<file path="config.mk">
export PLATFORM = sky130hd
export DESIGN_NAME = lsu_mem_if_flat
export DESIGN_NICKNAME = d
export VERILOG_FILES = /design/src/rtl/lsu_mem_if_if.sv /design/src/rtl/lsu_mem_if.sv /design/src/flat_wrapper.sv
export SDC_FILE = /design/constraint.sdc
export NUM_CORES = 1
export LEC_CHECK = 0
export ABC_AREA = 1
export CAP_MARGIN = 10
export CELL_PAD_IN_SITES_DETAIL_PLACEMENT = 0
export CELL_PAD_IN_SITES_GLOBAL_PLACEMENT = 1
export CORE_MARGIN = 1
export CORE_UTILIZATION = 31
export CTS_BUF_LIST = sky130_fd_sc_hd__clkbuf_4
export DETAILED_ROUTE_END_ITERATION = 7
export GPL_ROUTABILITY_DRIVEN = 0
export PLACE_DENSITY_LB_ADDON = 0.1
export RECOVER_POWER = 100
export SLEW_MARGIN = 20
export SYNTH_ARGS = -nofsm -noshare
export SYNTH_HDL_FRONTEND = slang
export SYNTH_SLANG_ARGS = --single-unit
</file>
<file path="constraint.sdc">
create_clock -name clk -period 1.9 [get_ports clk]
set_clock_uncertainty 0.1 [all_clocks]
set_input_delay 0.19 -clock clk [delete_from_list [all_inputs] [get_ports clk]]
set_output_delay 0.19 -clock clk [all_outputs]
set_load 0.02 [all_outputs]
</file>
<file path="src/rtl/lsu_mem_if_if.sv">
// Word-wide data-memory bus between the load/store unit (master) and memory (slave).
// Single-cycle ack strobe; rdata is only meaningful while ack is high.
interface lsu_mem_if_if;
  logic        req;
  logic        we;
  logic [31:0] addr;
  logic [31:0] wdata;
  logic [3:0]  be;
  logic [31:0] rdata;
  logic        ack;

  modport master (output req, we, addr, wdata, be, input rdata, ack);
  modport slave  (input req, we, addr, wdata, be, output rdata, ack);
endinterface

</file>
<file path="src/rtl/lsu_mem_if.sv">
// Load/store unit: turns datapath loads/stores into req/ack bus transactions,
// stalling the core until done, with alignment checks and a bus timeout.
module lsu_mem_if #(
  parameter int unsigned TIMEOUT = 16
) (
  input  logic        clk,
  input  logic        reset,
  input  logic        mem_read,
  input  logic        mem_write,
  input  logic [2:0]  funct3,
  input  logic [31:0] addr,
  input  logic [31:0] wdata,
  output logic [31:0] rdata,
  output logic        stall,
  output logic        misaligned,
  output logic        bus_err,
  lsu_mem_if_if.master bus
);

  typedef enum logic [1:0] {IDLE, BUSY, DONE} state_e;

  state_e      state_q, state_d;
  logic [7:0]  cnt_q;
  logic [1:0]  off_q, size_q;
  logic        uns_q;
  logic [31:0] rdata_q;
  logic        req_q, we_q, err_q;
  logic [31:0] baddr_q, bwdata_q;
  logic [3:0]  be_q;

  logic        access, go, is_half, is_word, tmo;
  logic [3:0]  be_d;
  logic [31:0] lanes_d, ld_ext;
  logic [7:0]  ld_b;
  logic [15:0] ld_h;

  assign access  = mem_read | mem_write;
  assign is_half = (funct3[1:0] == 2'b01);
  assign is_word = funct3[1];
  assign go      = access & ~misaligned;
  assign tmo     = (cnt_q == 8'(TIMEOUT - 1));

  // Lane steering for stores: replicate so the slave can pick any lane by be.
  always_comb begin
    be_d    = 4'b1111;
    lanes_d = wdata;
    if (is_half) begin
      be_d    = addr[1] ? 4'b1100 : 4'b0011;
      lanes_d = {2{wdata[15:0]}};
    end else if (!is_word) begin
      be_d    = 4'b0001 << addr[1:0];
      lanes_d = {4{wdata[7:0]}};
    end
  end

  // Extraction uses the offset/size latched at request time, not the live inputs.
  always_comb begin
    ld_b   = bus.rdata[{off_q, 3'b000} +: 8];
    ld_h   = bus.rdata[{off_q[1], 4'b0000} +: 16];
    ld_ext = bus.rdata;
    if (size_q == 2'b00)      ld_ext = {{24{~uns_q & ld_b[7]}}, ld_b};
    else if (size_q == 2'b01) ld_ext = {{16{~uns_q & ld_h[15]}}, ld_h};
  end

  always_ff @(posedge clk) begin
    if (!reset) state_q <= IDLE;
    else        state_q <= state_d;
  end

  always_comb begin
    state_d = state_q;
    unique case (state_q)
      IDLE:    if (go) state_d = BUSY;
      BUSY:    if (bus.ack || tmo) state_d = DONE;
      DONE:    state_d = IDLE;
      default: state_d = IDLE;
    endcase
  end

  always_comb begin
    misaligned = access & ((is_half & addr[0]) | (is_word & (addr[1:0] != 2'b00)));
    stall      = go & (state_q != DONE);
    rdata      = (state_q == DONE) ? rdata_q : 32'h0;
  end

  always_ff @(posedge clk) begin
    if (!reset) begin
      req_q    <= 1'b0;
      we_q     <= 1'b0;
      err_q    <= 1'b0;
      baddr_q  <= 32'h0;
      bwdata_q <= 32'h0;
      be_q     <= 4'h0;
      rdata_q  <= 32'h0;
      cnt_q    <= 8'h0;
      off_q    <= 2'b00;
      size_q   <= 2'b00;
      uns_q    <= 1'b0;
    end else begin
      unique case (state_q)
        IDLE: begin
          err_q <= 1'b0;
          if (go) begin
            req_q    <= 1'b1;
            we_q     <= mem_write;
            baddr_q  <= {addr[31:2], 2'b00};
            bwdata_q <= lanes_d;
            be_q     <= be_d;
            off_q    <= addr[1:0];
            size_q   <= funct3[1:0];
            uns_q    <= funct3[2];
            cnt_q    <= 8'h0;
          end
        end
        BUSY: begin
          // An ack on the expiry cycle still completes the access normally.
          if (bus.ack) begin
            req_q   <= 1'b0;
            rdata_q <= we_q ? 32'h0 : ld_ext;
          end else if (tmo) begin
            req_q   <= 1'b0;
            err_q   <= 1'b1;
            rdata_q <= 32'h0;
          end else begin
            cnt_q <= cnt_q + 8'h1;
          end
        end
        default: err_q <= 1'b0;
      endcase
    end
  end

  assign bus.req   = req_q;
  assign bus.we    = we_q;
  assign bus.addr  = baddr_q;
  assign bus.wdata = bwdata_q;
  assign bus.be    = be_q;
  assign bus_err   = err_q;

endmodule
</file>
<file path="src/flat_wrapper.sv">
// flat-port wrapper written by rule: the top's interface ports become plain ports
module lsu_mem_if_flat 
#(
  parameter int unsigned TIMEOUT = 16
)
  (clk, reset, mem_read, mem_write, funct3, addr, wdata, rdata, stall, misaligned, bus_err, bus_req, bus_we, bus_addr, bus_wdata, bus_be, bus_rdata, bus_ack);
  lsu_mem_if_if bus_i ();
  input  logic clk;
  input  logic reset;
  input  logic mem_read;
  input  logic mem_write;
  input  logic [2:0] funct3;
  input  logic [31:0] addr;
  input  logic [31:0] wdata;
  output logic [31:0] rdata;
  output logic stall;
  output logic misaligned;
  output logic bus_err;
  output wire logic [$bits(bus_i.req)-1:0] bus_req;
  output wire logic [$bits(bus_i.we)-1:0] bus_we;
  output wire logic [$bits(bus_i.addr)-1:0] bus_addr;
  output wire logic [$bits(bus_i.wdata)-1:0] bus_wdata;
  output wire logic [$bits(bus_i.be)-1:0] bus_be;
  input wire logic [$bits(bus_i.rdata)-1:0] bus_rdata;
  input wire logic [$bits(bus_i.ack)-1:0] bus_ack;
  assign bus_req = bus_i.req;
  assign bus_we = bus_i.we;
  assign bus_addr = bus_i.addr;
  assign bus_wdata = bus_i.wdata;
  assign bus_be = bus_i.be;
  assign bus_i.rdata = bus_rdata;
  assign bus_i.ack = bus_ack;
  lsu_mem_if #(.TIMEOUT(TIMEOUT)) u_core (.clk(clk), .reset(reset), .mem_read(mem_read), .mem_write(mem_write), .funct3(funct3), .addr(addr), .wdata(wdata), .rdata(rdata), .stall(stall), .misaligned(misaligned), .bus_err(bus_err), .bus(bus_i));
endmodule
</file>
==> metrics.cfg <==
[timing]
period_minus_slack_ps=1837
rsz0062_at_grt=true
finalSetupViolations=0
finalHoldViolCount=0
fin_ws_ps=62.66
finalMaxSlewViolations=0
fin_tns_setup_ps=0
max_freq_mhz=544.3
whs_ps=110.5
period_share_pct=96.70

[drt]
vias_per_cell=4.573
wl_per_cell_um=13.94
vias=6105
firstDrtPassIters=4
routed_wirelength_mm=18.61
antenna_left=0
drtIter0Drc=292
drc=0

[yosys]
syn_avg_cell_area_um2=6.426
yosysUniqueCellTypes=30
synth_area_leaders=dfxtp_1, nand2_1, a21oi_1
synth_top_area_share_pct=41.16
yosysWarnings=0
synth_seq_area_share_pct=41.16
synth_seq_cells=116
syn-cell-area_um2=5642
yosysTopAreaCell=dfxtp_1
synthCells=878

[cts]
cts_buffers=17
hold_buffers=0
cts-root-buf=clkbuf_4
h-tree-depth=4
clkLatencyLatePin_ps=510
path_clk_slew_ps=110
clock-sinks=116
clock_path_buffers=2
cts_tree=built

[layout]
finalNetCount=1202
drive_above_1_share_pct=12.53
fillers=1887
synthToLayoutAreaGrowth_pct=50.10
stdcell_count=1335

[setup_path]
r2r-start=u_core.state_q[0]
slowest_stage=dfxtp_2
crit_end=rdata[23]
r2r_setup_slack_ps=120
cpPeakStageDelay_ps=350
ff2ff_path_depth=7
cp-start-kind=flip-flop
rr_endpoint=u_core.bus.wdata[24]
path_cells=inv_2 > nor2_4 > inv_4 > clkbuf_16 > nor2_2 > buf_4
arrival_ps=1550
path_class=reg -> out
cp_max_fo=8
crit_path_end_kind=output port
crit_required_ps=1610
startpoint=u_core.state_q[1]

[floorplan]
die_x_um=136.9
rows=48
initial_utilization_pct=32.17
die_y_um=136.9
dieArea_um2=18740
core_um2=17540
io_pins=209

[placed_design]
port_buffers=206
dp_cells=1301
dp_slack_ps=-181.3
dp_hpwl_mm=13.33

[flow_run]
max_cap_viol_count=0

[power]
powerDensity_nw_per_um2=732.7
peakVddDrop_uv=439.1
power.static_leakage_nw=3.557

[global_route]
grt_pass1_vias=5673
grt_max_degree=68
gr-total-overflow=0
grt_use_total_pct=19.83
antenna_found_initial=2
grt_pass1_wl_mm=28.50

[run_status]
status=finished clean

[hold_path]
holdCritStartpoint=addr[10]
hold_class=in -> reg

[cells in the final DEF (no fill, tap or decap), drive strengths merged]
cell type,n
a21oi,87
buf,73
bufinv,4
clkbuf,24
clkdlybuf4s15,1
clkdlybuf4s50,168
clkinv,9
clkinvlp,1
conb,2
dfxtp,116
diode,1
dlygate4sd2,2
ha,1
inv,66
nand2,326
nand3,32
nand4,27
nor2,115
nor3,4
o211ai,1
o21a,2
o21ai,45
or2,2
xor2,1
[power by group]
group | internal, mW | total (mW) | switching [mW]
clock | 1.05 | 1.99 | 0.943
sequential | 2.59 | 2.68 | 0.0898
combinational | 0.693 | 1.53 | 0.841
[layout make-up]
| class | count | area, um2 | share of cell area [%] |
|---|---|---|---|
| Timing Repair Buffer | 249 | 2451 | 28.95 |
| Antenna cell | 1 | 2.502 | 0.02955 |
| Sequential cell | 116 | 2323 | 27.44 |
| Clock buffer | 19 | 142.6 | 1.684 |
| Multi-Input combinational cell | 645 | 2846 | 33.61 |
| Clock inverter | 12 | 162.7 | 1.921 |
| Inverter | 68 | 257.7 | 3.044 |
| Tap cell | 225 | 281.5 | 3.324 |
[how the worst min path moves through the flow]
stage | end | slack (ps) | cells after the start
3_5_place_dp | u_core.rdata_q[7] | 340 | 2
5_1_grt | u_core.bus.addr[19] | 50 | 3
6_report | u_core.bus.addr[10] | 110 | 3
3_3_place_gp | u_core.rdata_q[5] | 340 | 2
2_1_floorplan | u_core.bus.addr[10] | 230 | 2
4_1_cts | u_core.bus.addr[17] | 50 | 3
[stage by stage]
stage	utilization [%]	instance area, um2	power, mW
floorplan	-	5645	3.547
finish	48.29	8468	6.204
CTS	47.47	8325	6.304
global placement	46.42	8140	4.283
global route	48.29	8468	6.560
detailed placement	46.42	8140	4.282
[critical path, delay by kind of cell, from the launching register on]
family,cells,cell delay [ps]
buf+inv,4,460
simple gates,2,230
flops,1,350
[state kept, by name, summed over array words and instances (netlist names)]
| name | count |
|---|---|
| u_core.rdata_q | 32 |
| u_core.size_q | 2 |
| u_core.bus.req | 1 |
| u_core.state_q | 2 |
| u_core.cnt_q | 8 |
| u_core.bus.wdata | 32 |
| u_core.bus.we | 1 |
| u_core.bus.addr | 30 |
| u_core.bus.be | 4 |
| u_core.off_q | 2 |
| u_core.bus_err | 1 |
| u_core.uns_q | 1 |
[Yosys cell counts, drive strengths merged]
cell / number
nand3: 32
dfxtp: 116
nand4: 27
nand2: 326
clkbuf: 21
clkinv: 2
o21a: 2
nor3: 4
nor2: 115
or2: 2
a21oi: 87
ha: 1
xor2: 1
buf: 29
o21ai: 45
inv: 66
o211ai: 1
conb: 1
[metal layers]
layer	track usage, %	share of wire, %	vias to the layer above
li1	-	-	3206
met5	0	0	-
met1	24.13	45	2731
met4	4.762	0.90	0
met2	32.46	46	156
met3	8.037	8.4	12
[timing repair]
action / in CTS / in global routing
buffers inserted: 0 / 0
gates resized for setup: 148 / 57
pin swaps: 0 / 1
gates cloned: 0 / 2
endpoints found under the setup margin: 35 / 37
[cell families (layout without fill, tap and decap cells)]
group	Yosys count	count (layout)	synth area share, %
buffers and inverters	118	348	9.515
and+or+nand+nor	506	506	36.50
adders and majority gates	1	1	0.2217
AOI/OAI and AO/OA	135	135	12.38
xor gates and xnor gates	1	1	0.1553
other	1	3	0.06647
DFF	116	116	41.16
No activity file was read; power rests on OpenSTA's default activity.
